$ cat src/rtl/vg_vec_stepper_pkg.sv
// Shared vector-generator definitions: datapath widths, beam center, stepper
// state encoding and the sign-magnitude field layout.
package vg_vec_stepper_pkg;

   localparam int VG_MAG_W  = 12;
   localparam int VG_POS_W  = 10;
   localparam int VG_CENTER = 512;

   typedef enum logic [1:0] {
      ST_IDLE = 2'd0,
      ST_RUN  = 2'd1,
      ST_DONE = 2'd2
   } vg_state_e;

   // Sign-magnitude delta: the sign sits directly above the magnitude field.
   function automatic int sm_sign_idx(input int mag_w);
      return mag_w;
   endfunction

endpackage

$ cat src/rtl/vg_dda_axis.sv
// One beam axis: binary-rate accumulator whose carry steps a saturating
// position counter up or down according to the latched sign.
module vg_dda_axis
   import vg_vec_stepper_pkg::*;
#(
   parameter int POS_W  = VG_POS_W,
   parameter int MAG_W  = VG_MAG_W,
   parameter int CENTER = VG_CENTER
) (
   input  logic             clk_12MHz,
   input  logic             reset,
   input  logic             center,
   input  logic             load,
   input  logic [MAG_W:0]   dv_in,
   input  logic             step_en,
   output logic [POS_W-1:0] pos
);

   localparam int SIGN_IDX = sm_sign_idx(MAG_W);
   localparam logic [POS_W-1:0] CENTER_POS = POS_W'(CENTER);
   localparam logic [POS_W-1:0] POS_MAX    = {POS_W{1'b1}};

   logic [MAG_W-1:0] mag_q, mag_d;
   logic             sign_q, sign_d;
   logic [MAG_W-1:0] acc_q, acc_d;
   logic [POS_W-1:0] pos_q, pos_d;
   logic [MAG_W:0]   sum;

   always_comb begin
      mag_d  = mag_q;
      sign_d = sign_q;
      acc_d  = acc_q;
      pos_d  = pos_q;
      sum    = {1'b0, acc_q} + {1'b0, mag_q};

      if (step_en) begin
         acc_d = sum[MAG_W-1:0];
         // Carry out is the step; steps past either rail are dropped.
         if (sum[MAG_W]) begin
            if (sign_q) begin
               if (pos_q != '0) pos_d = pos_q - 1'b1;
            end else begin
               if (pos_q != POS_MAX) pos_d = pos_q + 1'b1;
            end
         end
      end

      if (center) begin
         pos_d = CENTER_POS;
         acc_d = '0;
      end

      if (load) begin
         mag_d  = dv_in[MAG_W-1:0];
         // Negative zero collapses to plus zero.
         sign_d = dv_in[SIGN_IDX] & (|dv_in[MAG_W-1:0]);
         acc_d  = '0;
      end
   end

   always_ff @(posedge clk_12MHz) begin
      if (reset) begin
         mag_q  <= '0;
         sign_q <= 1'b0;
         acc_q  <= '0;
         pos_q  <= CENTER_POS;
      end else begin
         mag_q  <= mag_d;
         sign_q <= sign_d;
         acc_q  <= acc_d;
         pos_q  <= pos_d;
      end
   end

   assign pos = pos_q;

endmodule

$ cat src/rtl/vg_vec_stepper.sv
// Vector stepper: accepts a vector, holds GO to the vector timer while both
// DDA axes step the beam, then pulses vec_done once the timer ends the vector.
module vg_vec_stepper
   import vg_vec_stepper_pkg::*;
#(
   parameter int POS_W  = VG_POS_W,
   parameter int MAG_W  = VG_MAG_W,
   parameter int CENTER = VG_CENTER
) (
   input  logic             clk_12MHz,
   input  logic             reset,
   input  logic             center,
   input  logic             vec_start,
   input  logic [MAG_W:0]   dvx,
   input  logic [MAG_W:0]   dvy,
   input  logic [3:0]       intensity,
   input  logic             STOP_not,
   output logic             GO,
   output logic [POS_W-1:0] x_pos,
   output logic [POS_W-1:0] y_pos,
   output logic             beam_on,
   output logic [3:0]       z_out,
   output logic             busy,
   output logic             vec_done
);

   vg_state_e  state_q, state_d;
   logic [3:0] int_q, int_d;
   logic       idle;
   logic       center_en;
   logic       load_en;
   logic       step_en;

   assign idle      = (state_q == ST_IDLE);
   assign center_en = idle & center;
   assign load_en   = idle & vec_start;
   assign step_en   = (state_q == ST_RUN);

   always_comb begin
      state_d = state_q;
      int_d   = int_q;
      case (state_q)
         ST_IDLE: begin
            if (vec_start) begin
               int_d   = intensity;
               state_d = ST_RUN;
            end
         end
         // The terminal cycle still steps; the axes see step_en this cycle.
         ST_RUN:  if (!STOP_not) state_d = ST_DONE;
         ST_DONE: state_d = ST_IDLE;
         default: state_d = ST_IDLE;
      endcase
   end

   always_ff @(posedge clk_12MHz) begin
      if (reset) begin
         state_q <= ST_IDLE;
         int_q   <= '0;
      end else begin
         state_q <= state_d;
         int_q   <= int_d;
      end
   end

   assign GO       = (state_q == ST_RUN);
   assign busy     = (state_q != ST_IDLE);
   assign vec_done = (state_q == ST_DONE);
   assign beam_on  = GO & (int_q != 4'd0);
   assign z_out    = GO ? int_q : 4'd0;

   vg_dda_axis #(.POS_W(POS_W), .MAG_W(MAG_W), .CENTER(CENTER)) u_axis_x (
      .clk_12MHz (clk_12MHz),
      .reset     (reset),
      .center    (center_en),
      .load      (load_en),
      .dv_in     (dvx),
      .step_en   (step_en),
      .pos       (x_pos)
   );

   vg_dda_axis #(.POS_W(POS_W), .MAG_W(MAG_W), .CENTER(CENTER)) u_axis_y (
      .clk_12MHz (clk_12MHz),
      .reset     (reset),
      .center    (center_en),
      .load      (load_en),
      .dv_in     (dvy),
      .step_en   (step_en),
      .pos       (y_pos)
   );

endmodule

$ cat config.mk
export PLATFORM = sky130hd
export DESIGN_NAME = vg_vec_stepper
export DESIGN_NICKNAME = d
export VERILOG_FILES = /design/src/rtl/vg_vec_stepper_pkg.sv /design/src/rtl/vg_dda_axis.sv /design/src/rtl/vg_vec_stepper.sv
export SDC_FILE = /design/constraint.sdc
export NUM_CORES = 1
export LEC_CHECK = 0
export CORE_MARGIN = 8
export CORE_UTILIZATION = 55
export DETAILED_ROUTE_END_ITERATION = 12
export PLACE_DENSITY = 0.84
export SYNTH_ARGS = -nofsm -noshare
export SYNTH_HDL_FRONTEND = slang
export SYNTH_SLANG_ARGS = --single-unit
export TNS_END_PERCENT = 30
$ cat constraint.sdc
create_clock -name clk_12MHz -period 3.3 [get_ports clk_12MHz]
set_clock_uncertainty 0.05 [all_clocks]
set_input_delay 0.825 -clock clk_12MHz [delete_from_list [all_inputs] [get_ports clk_12MHz]]
set_output_delay 0.825 -clock clk_12MHz [all_outputs]
set_load 0.01 [all_outputs]
==> results.md, run 1 <==
* Outcome: finished clean
* Logic pwr share at 0.144
* Max_slew headroom at 0.287
* Dpl cells at 709
* Row count at 33
* Achievable frequency at around 0.35 GHz
* Area of the mapped netlist at 0.00455 mm²
* First-pass GRT wire length at just under 20 mm
* Clock Pin Slew Worst Setup and Hold Paths at 80 ps
* Switching power at 0.538 mW
* Top_reg_cell synth: dfxtp_1
* Slew Limit Fails at 0
* Fill cell count at ~670
* Setup TNS Final at 0 ps
* CP startpoint kind: flip-flop
* Commonest cells post-synth: nand2_1, dfxtp_1, a21oi_1, nor2_1, ha_1
* Setup bufs post-CTS at 0
* DRT antenna net count at 0
* Int Pwr at ~1.4 mW
* Vias in the first global route at 4194
* Layout cell share with drive strength beyond 1 at 0.0565
* Port bufs at 62
* CTS Buf Count at 9
* Htree depth at 3
* Routability cong. at 0.879
* Crit Path Category: flip-flop to output pin
* Total Die Area at 0.0114 mm²
* Core area at between 0.008 and 0.009 mm²
* Worst-margin pin slew at 1070 ps
* Starting Density at 0.559
* Clock sinks at 76
* Yosys cell types at 52
* Crit path capture type: output pin
* CP required at 2420 ps
* RSZ-0062 raised after global routing: no
* Worst EP arrival at 1990 ps
* Sequential power share at 0.497
* Cell leakage power at 2.15 nW
* Wire per inst at 15.9 µm
* Post-synth top area cell: dfxtp_1
* Hold buffer count at CTS at 0
* Initial DRC count at 220
* CP startpoint: state_q[1]$_SDFFE_PP0P_
* Total GRT Usage at 0.204
* Clk network pwr share at 0.359
* Nets@finish at 694
* Multi-input logic area at 0.00291 mm²
* Total grt overflow at 0
* Min cycle time layout at approximately 2900 ps
* Clock latency on the worst-skew pair at 350 ps
* Top-area cell type share of the netlist area at 0.334
* Post-Layout Cell Count at between 700 and 800
* Final HPWL DP at 8.34 mm
* Final Power at about 2.0 mW
* Initial antenna violation count at 0
* Worst Path Max Fanout at 17
* Net Sw Frac at 0.275
* Routed wire length at roughly 12 mm
* Post-CTS sizing at 0
* Final WS setup at 433 ps
* Die width at about 110 µm
* Async S/R FF share, synth at 0
* Sequential cell area at 0.00152 mm²
* Register bit count reported by yosys at 76
* Syn. warnings at 0
* Syn Nets at roughly 640
* 1st-pass router iterations at 7
* IO Count at 63
* HP Class: flip-flop to flip-flop
* Syn Area/Cell at 8.18 µm²
* Peak VDD IR at 0.230 mV
* Sequential area share after synthesis at 0.334
* Root Buffer: clkbuf_8
* DIE HEIGHT at 107 µm
* Total number of vias at 4189
* Final setup violation count at 0
* Hold Fails Final Rpt at 0
* Hold path start: u_axis_y.mag_q[7]$_SDFFE_PP0P_
* Most frequent cell after synthesis: nand2_1
* Power density over the cells at 358 mW/mm²
* # DRC at 0
* Antenna diode count at 0
* TritonCTS clock tree: done
* Largest net degree at the start of global routing at 32
* Clock Path Buffers at 2
* EDFF count, synth at 0
* Pre-CTS worst setup slack at ~650 ps
* RR Startpoint: u_axis_y.acc_q[0]$_SDFFE_PP0P_
* Post-Synthesis Cells at around 560
* Via/cell ratio at 5.78
* Period utilisation layout at 0.869
* Area growth syn-to-layout at 20.0%
* Max-cap violations at 0
* Largest cells by area after synthesis: dfxtp_1, ha_1, nand2_1, a21oi_1, xnor2_1
[path summary, 6_finish.rpt]
path / end / slack [ps] / cells past startpoint
max: z_out[2] / 430 / 4
min: u_axis_y.mag_q[7]$_SDFFE_PP0P_ / 410 / 2
max reg2reg: u_axis_y.acc_q[8]$_SDFFE_PP0P_ / 590 / 8
min reg2reg: u_axis_y.mag_q[7]$_SDFFE_PP0P_ / 410 / 2
[worst max-delay path: stages, from the launching register on]
cell,delay [ps]
dfxtp_1,340
nand2b_1,130
clkinv_1,380
and2_1,320
clkdlybuf4s50_1,470
[cells by family after synthesis]
| kind of cell | synth area share |
|---|---|
| and+or+nand+nor | 0.216 |
| AOI/OAI and AO/OA | 0.197 |
| DFF | 0.334 |
| adders and majority gates | 0.128 |
| xor gates and xnor gates | 0.0597 |
| buffers and inverters | 0.0256 |
| muxes | 0.0396 |
[metal layers]
| metal | vias to the layer above | global-route usage | wire (µm) |
|---|---|---|---|
| met2 | 126 | 0.341 | 5390 |
| met5 | - | 0 | 0 |
| met4 | 0 | 0.0744 | 178 |
| li1 | 2091 | - | - |
| met1 | 1952 | 0.258 | 5370 |
| met3 | 20 | 0.0360 | 573 |
[power by group through the flow]
stage | Clock, mW | Sequential [mW] | Combinational (mW)
final | 0.703 | 0.972 | 0.281
after global routing | 0.752 | 0.976 | 0.312
after CTS | 0.713 | 0.972 | 0.280
after detailed placement | 0 | 0.993 | 0.277
after global placement | 0 | 0.992 | 0.266
after floorplan | 0 | 0.984 | 0.178
[area by class of cell]
class | count | share of cell area
Tap cell | 105 | 0.0241
Multi-Input combinational cell | 452 | 0.533
Clock inverter | 6 | 0.0119
Timing Repair Buffer | 70 | 0.125
Sequential cell | 76 | 0.279
Clock buffer | 10 | 0.0234
Inverter | 6 | 0.00412
[registers in the layout (all words and copies together), names as in the netlist, 2 cells and up]
| name | count |
|---|---|
| state_q | 2 |
| u_axis_y.mag_q | 12 |
| u_axis_y.acc_q | 12 |
| u_axis_x.acc_q | 12 |
| u_axis_x.mag_q | 12 |
| u_axis_x.pos | 10 |
| int_q | 4 |
| u_axis_y.pos | 10 |
[placed cells by master (no fill, tap or decap), types with 4 or more instances in the layout]
cell type / instances
a211oi_1: 11
a211oi_2: 4
a21o_1: 8
a21oi_1: 64
and2_1: 7
buf_4: 8
clkbuf_8: 9
clkdlybuf4s50_1: 62
clkinvlp_4: 4
dfxtp_1: 76
fa_1: 4
ha_1: 40
inv_1: 5
mux2i_1: 18
nand2_1: 96
nand2b_1: 6
nand3_1: 10
nand4_1: 4
nor2_1: 58
nor2b_1: 8
nor3_1: 11
nor4_1: 11
o21a_1: 4
o21ai_0: 13
o22ai_1: 5
o31ai_1: 4
xnor2_1: 25
xor2_1: 6
[stage by stage]
| step | util | instance area, µm² | hold WS (ps) |
|---|---|---|---|
| 2_1_floorplan | - | 4550 | 386 |
| 3_3_place_gp | 0.648 | 5270 | 393 |
| 3_5_place_dp | 0.648 | 5270 | 405 |
| 4_1_cts | 0.671 | 5460 | 416 |
| 5_1_grt | 0.671 | 5460 | 429 |
| 6_report | 0.671 | 5460 | 415 |
Note: power is estimated with default switching activity, not from simulation.
==> run 2, diff against run 1 <==
--- a/config.mk
+++ b/config.mk
@@ -8,6 +8,7 @@
 export CORE_MARGIN = 8
 export CORE_UTILIZATION = 55
 export DETAILED_ROUTE_END_ITERATION = 12
+export GPL_TIMING_DRIVEN = 0
 export PLACE_DENSITY = 0.84
 export SYNTH_ARGS = -nofsm -noshare
 export SYNTH_HDL_FRONTEND = slang
==> results.md, run 2 (synthesis results as in run 1) <==
* Crit path capture type: output pin (unchanged)
* Clock Pin Slew Worst Setup and Hold Paths at 80 ps (about the same)
* Starting Density at 0.559 (unchanged)
* Hold path start: u_axis_x.acc_q[6]$_SDFFE_PP0P_ (was u_axis_y.mag_q[7]$_SDFFE_PP0P_)
* Area growth syn-to-layout at 20.6% (was 20.0%)
* 1st-pass router iterations at 4 (was 7)
* Worst reg2reg path depth at 10 (was 8)
* Int Pwr at 1.46 mW (was 1.42 mW)
* RR Startpoint: u_axis_x.acc_q[0]$_SDFFE_PP0P_ (was u_axis_y.acc_q[0]$_SDFFE_PP0P_)
* CP startpoint: state_q[1]$_SDFFE_PP0P_ (unchanged)
* Worst Path Max Fanout at 10 (was 17)
* Fill cell count at 657 (was 667)
* DRT antenna net count at 0 (unchanged)
* Initial antenna violation count at 0 (unchanged)
* Die width at 107 µm (unchanged)
* Final HPWL DP at 8.94 mm (was 8.34 mm)
* Max-cap violations at 0 (unchanged)
* Min cycle time layout at 3120 ps (was 2870 ps)
* Worst EP arrival at 2250 ps (was 1990 ps)
* Port bufs at 61 (was 62)
* Clk network pwr share at 0.373 (was 0.359)
* Net Sw Frac at 0.271 (was 0.275)
* Achievable frequency at 0.320 GHz (was 0.349 GHz)
* Initial DRC count at 189 (was 220)
* Logic pwr share at 0.142 (was 0.144)
* Total GRT Usage at 0.214 (was 0.204)
* Hold buffer count at CTS at 0 (unchanged)
* Vias in the first global route at 4330 (was 4194)
* Largest net degree at the start of global routing at 19 (was 32)
* Most frequent cells in the layout: nand2_1, dfxtp_1, a21oi_1 (unchanged)
* Commonest non-fill, non-tap cell in the layout: nand2_1 (unchanged)
* CP required at 2420 ps (about the same)
* Routability cong. at 0.870 (was 0.879)
* # DRC at 0 (unchanged)
* Max_slew headroom at 0.606 (was 0.287)
* Setup bufs post-CTS at 0 (unchanged)
* IO Count at 63 (unchanged)
* Crit Path Category: flip-flop to output pin (unchanged)
* Total Die Area at 0.0114 mm² (unchanged)
* Via/cell ratio at 5.72 (was 5.78)
* Layout cell share with drive strength beyond 1 at 0.0460 (was 0.0565)
* Switching power at 0.543 mW (was 0.538 mW)
* Final setup violation count at 0 (unchanged)
* Outcome: finished clean (unchanged)
* TritonCTS clock tree: done (unchanged)
* Htree depth at 3 (unchanged)
* Total number of vias at 4208 (was 4189)
* Core area at 0.00813 mm² (unchanged)
* Cell leakage power at 2.16 nW (was 2.15 nW)
* Root Buffer: clkbuf_8 (unchanged)
* Row count at 33 (unchanged)
* Clock latency on the worst-skew pair at 360 ps (was 350 ps)
* Hold Fails Final Rpt at 0 (unchanged)
* Peak VDD IR at 0.195 mV (was 0.230 mV)
* Slew Limit Fails at 0 (unchanged)
* Power density over the cells at 365 mW/mm² (was 358 mW/mm²)
* Antenna diode count at 0 (unchanged)
* First-pass GRT wire length at 20.0 mm (was 19.4 mm)
* Sequential power share at 0.484 (was 0.497)
* Routed wire length at 11.8 mm (was 11.5 mm)
* CP startpoint kind: flip-flop (unchanged)
* Setup TNS Final at 0 ps (unchanged)
* Post-CTS sizing at 1 (was 0)
* Nets@finish at 705 (was 694)
* Final Power at 2.00 mW (was 1.96 mW)
* DIE HEIGHT at 107 µm (unchanged)
* Period utilisation layout at 0.946 (was 0.869)
* Total grt overflow at 0 (unchanged)
* Worst-margin pin slew at 576 ps (was 1070 ps)
* CTS Buf Count at 9 (unchanged)
* Clock sinks at 76 (unchanged)
* Worst hold stages at 2 (unchanged)
* HP Class: flip-flop to flip-flop (unchanged)
* RSZ-0062 raised after global routing: no (unchanged)
* Clock Path Buffers at 2 (unchanged)
* Wire per inst at 16.1 µm (was 15.9 µm)
[run 2: cell count changes in the layout (fill, tap and decap cells not counted), sizes merged]
cell	before	now
buf	8	5
clkbuf	10	28
clkdlybuf4s50	62	61
clkinvlp	4	0
inv	5	6
[run 2: power groups by stage]
| stage | Clock, mW | Combinational, mW | Sequential, mW |
|---|---|---|---|
| floorplan | 0 | 0.178 | 0.984 |
| global placement | 0 | 0.274 | 0.991 |
| detailed placement | 0 | 0.284 | 0.992 |
| CTS | 0.753 | 0.284 | 0.971 |
| global route | 0.786 | 0.315 | 0.975 |
| finish | 0.748 | 0.285 | 0.971 |
[run 2: final timing paths]
path / to / slack (ps)
setup / recovery: beam_on / 180
hold / removal: u_axis_x.acc_q[6]$_SDFFE_PP0P_ / 410
setup reg to reg: u_axis_x.pos[5]$_SDFFE_PP0P_ / 670
hold reg to reg: u_axis_x.acc_q[6]$_SDFFE_PP0P_ / 410
[run 2: layer usage]
metal | share of wire | vias to the layer above | wire length (µm) | track usage
li1 | - | 2115 | - | -
met1 | 0.45 | 1954 | 5310 | 0.254
met2 | 0.48 | 122 | 5700 | 0.369
met3 | 0.056 | 17 | 664 | 0.0486
met4 | 0.013 | 0 | 158 | 0.0764
met5 | 0 | - | 0 | 0
[run 2: per-stage QoR]
step | area, µm² | setup slack, ps | util | instances | hold slack [ps]
after floorplan | 4550 | 900 | - | 556 | 386
after global placement | 5290 | 57.6 | 0.651 | 722 | 394
after detailed placement | 5290 | 18.2 | 0.651 | 722 | 400
after CTS | 5490 | 155 | 0.675 | 736 | 410
after global routing | 5490 | 36.1 | 0.675 | 736 | 430
final | 5490 | 180 | 0.675 | 736 | 412
[run 2: critical path, stage by stage, from the launching register on]
cell and delay (ps):
dfxtp_1 340, nand2b_1 420, buf_1 520, nor2_1 110
clkdlybuf4s50_1 500
[run 2: cell type report]
type                            instances  area, µm²  area share
Clock buffer                           13        159      0.0290
Multi-Input combinational cell        452       2910       0.531
Sequential cell                        76       1520       0.277
Inverter                                6       23.8     0.00433
Tap cell                              105        131      0.0239
Clock inverter                          3       43.8     0.00798
Buffer                                 20       86.3      0.0157
Timing Repair Buffer                   61        611       0.111
==> run 3, diff against run 2 <==
--- a/config.mk
+++ b/config.mk
@@ -6,10 +6,11 @@
 export NUM_CORES = 1
 export LEC_CHECK = 0
 export CORE_MARGIN = 8
-export CORE_UTILIZATION = 55
+export CORE_UTILIZATION = 60
 export DETAILED_ROUTE_END_ITERATION = 12
 export GPL_TIMING_DRIVEN = 0
-export PLACE_DENSITY = 0.84
+export PLACE_DENSITY = 0.9
+export REMOVE_ABC_BUFFERS = 1
 export SYNTH_ARGS = -nofsm -noshare
 export SYNTH_HDL_FRONTEND = slang
 export SYNTH_SLANG_ARGS = --single-unit
==> constraint.sdc (replaced) <==
create_clock -name clk_12MHz -period 3.6 [get_ports clk_12MHz]
set_clock_uncertainty 0.05 [all_clocks]
set_input_delay 0.9 -clock clk_12MHz [delete_from_list [all_inputs] [get_ports clk_12MHz]]
set_output_delay 0.9 -clock clk_12MHz [all_outputs]
set_load 0.01 [all_outputs]
==> results.md, run 3 (synthesis results as in run 1) <==
* Slowest CP cell: clkdlybuf4s50_1 (was buf_1)
* RSZ-0062 raised after global routing: no (unchanged)
* # DRC at 0 (unchanged)
* Most frequent cells in the layout: nand2_1, dfxtp_1, a21oi_1 (unchanged)
* Nets@finish at 686 (was 705)
* Worst-margin pin slew at 1330 ps (was 576 ps)
* Antenna diode count at 0 (unchanged)
* Max-cap violations at 0 (unchanged)
* Clock latency on the worst-skew pair at 350 ps (was 360 ps)
* Clock sinks at 76 (unchanged)
* Core area at 0.00729 mm² (was 0.00813 mm²)
* Slowest stage delay, CP at 1090 ps (was 520 ps)
* Total Die Area at 0.0106 mm² (was 0.0114 mm²)
* Commonest non-fill, non-tap cell in the layout: nand2_1 (unchanged)
* Routed wire length at 11.3 mm (was 11.8 mm)
* CTS Buf Count at 9 (unchanged)
* First-pass GRT wire length at 18.4 mm (was 20.0 mm)
* Min cycle time layout at roughly 3300 ps
* Achievable frequency at 0.302 GHz
* Total GRT Usage at 0.217 (was 0.214)
* Power density over the cells at 337 mW/mm² (was 365 mW/mm²)
* HP Class: flip-flop to flip-flop (unchanged)
* Crit path capture type: flip-flop (was output pin)
* TritonCTS clock tree: done (unchanged)
* Post-Layout Cell Count at 710 (was 736)
* Outcome: finished clean (unchanged)
* Via/cell ratio at 5.85 (was 5.72)
* Area growth syn-to-layout at 19.1% (was 20.6%)
* Port bufs at 62 (was 61)
* Initial DRC count at 221 (was 189)
* Starting Density at 0.624 (was 0.559)
* Total number of vias at 4154 (was 4208)
* IO Count at 63 (unchanged)
* 1st-pass router iterations at 4 (unchanged)
* DRT antenna net count at 0 (unchanged)
* Cell leakage power at 2.14 nW (was 2.16 nW)
* Peak VDD IR at 0.207 mV (was 0.195 mV)
* Initial antenna violation count at 0 (unchanged)
* Final setup violation count at 0 (unchanged)
* Hold buffer count at CTS at 0 (unchanged)
* Wire per inst at 15.9 µm (was 16.1 µm)
* Clock Pin Slew Worst Setup and Hold Paths at 70 ps (was 80 ps)
* Routability cong. at 0.917 (was 0.870)
* CP startpoint: reset (was state_q[1]$_SDFFE_PP0P_)
* Crit-path cells: clkdlybuf4s50_1 > nand2b_2 > or2_2 > o32ai_1 (was nand2b_1 > buf_1 > nor2_1 > clkdlybuf4s50_1)
* Final Power at 1.82 mW (was 2.00 mW)
* DIE HEIGHT at 103 µm (was 107 µm)
* Period utilisation layout at 0.921
* Die width at 103 µm (was 107 µm)
* Layout cell share with drive strength beyond 1 at 0.0507 (was 0.0460)
* CP endpoint: u_axis_x.acc_q[10]$_SDFFE_PP0P_ (was beam_on)
* Worst Path Max Fanout at 34 (was 10)
* CP required at 3810 ps (was 2420 ps)
* Crit Path Category: input port to flip-flop (was flip-flop to output pin)
* Dpl cells at 695 (was 722)
* Max_slew headroom at 0.108 (was 0.606)
* Reg2reg end: u_axis_x.pos[9]$_SDFFE_PP1P_ (was u_axis_x.pos[5]$_SDFFE_PP0P_)
* Worst reg2reg setup slack at 850 ps (was 670 ps)
* CP startpoint kind: input port (was flip-flop)
* Largest net degree at the start of global routing at 35 (was 19)
* Worst reg2reg path depth at 9 (was 10)
* Hold path start: u_axis_x.mag_q[6]$_SDFFE_PP0P_ (was u_axis_x.acc_q[6]$_SDFFE_PP0P_)
* Slew Limit Fails at 0 (unchanged)
* Htree depth at 3 (unchanged)
* Clock Path Buffers at 2 (unchanged)
* Root Buffer: clkbuf_8 (unchanged)
* Total grt overflow at 0 (unchanged)
* Hold Fails Final Rpt at 0 (unchanged)
* Final HPWL DP at 7.93 mm (was 8.94 mm)
* Row count at 31 (was 33)
* Setup bufs post-CTS at 0 (unchanged)
* Worst EP arrival at 3530 ps (was 2250 ps)
* Vias in the first global route at 4128 (was 4330)
* RR Startpoint: u_axis_x.acc_q[0]$_SDFFE_PP0P_ (unchanged)
## run 3: cell count changes in the layout (fill, tap and decap cells not counted), sizes merged
cell,before,now
bufinv,1,2
clkinv,2,4
clkbuf,28,9
clkdlybuf4s50,61,62
buf,5,0
## run 3: area by class of cell
class                      instances  area [µm²]
fill                             523        1870
inverter                           6        25.0
timing repair buffer              62         621
clock inverter                     6        80.1
tap                               99         124
sequential                        76        1520
clock buffer                       9         124
multi-input combinational        452        2920
## run 3: per-layer routing
layer	global-route usage	vias up	share of wire
met4	0.0790	0	0.013
met1	0.249	1948	0.44
met5	0	-	0
met2	0.377	119	0.48
li1	-	2070	-
met3	0.0574	17	0.064
## run 3: per-stage QoR
step	utilization	setup slack [ps]	hold WS, ps	setup TNS, ps	area, µm²
6_report	0.743	284	413	0	5420
5_1_grt	0.743	160	432	0	5420
2_1_floorplan	-	736	384	0	4460
3_3_place_gp	0.713	-468	392	-3100	5200
3_5_place_dp	0.713	-500	403	-3420	5200
4_1_cts	0.742	19.9	414	0	5410
## run 3: critical path: cells and delay by family
kind | cells | cell delay, ps
and+or+nand+nor | 2 | 1260
buffers and inverters | 1 | 1090
AOI/OAI and AO/OA | 1 | 270
## run 3: repair_timing
action,4_1_cts,5_1_grt
setup endpoints to repair,5,7
cloned,0,0
resized for setup,2,2
hold endpoints to repair,0,0
## run 3: worst min-delay path by stage
stage,to,depth (start not counted)
final,u_axis_x.mag_q[6]$_SDFFE_PP0P_,2
after global routing,u_axis_x.mag_q[7]$_SDFFE_PP0P_,2
after CTS,u_axis_x.acc_q[4]$_SDFFE_PP0P_,2
after detailed placement,u_axis_x.acc_q[4]$_SDFFE_PP0P_,2
after global placement,u_axis_y.acc_q[10]$_SDFFE_PP0P_,2
after floorplan,u_axis_x.mag_q[0]$_SDFFE_PP0P_,2
## run 3: power breakdown
part / leakage, nW / internal [mW] / switching, mW
logic: 1.41 / 0.109 / 0.142
clock network: 0.109 / 0.381 / 0.303
registers: 0.618 / 0.867 / 0.0227
total: 2.14 / 1.36 / 0.467
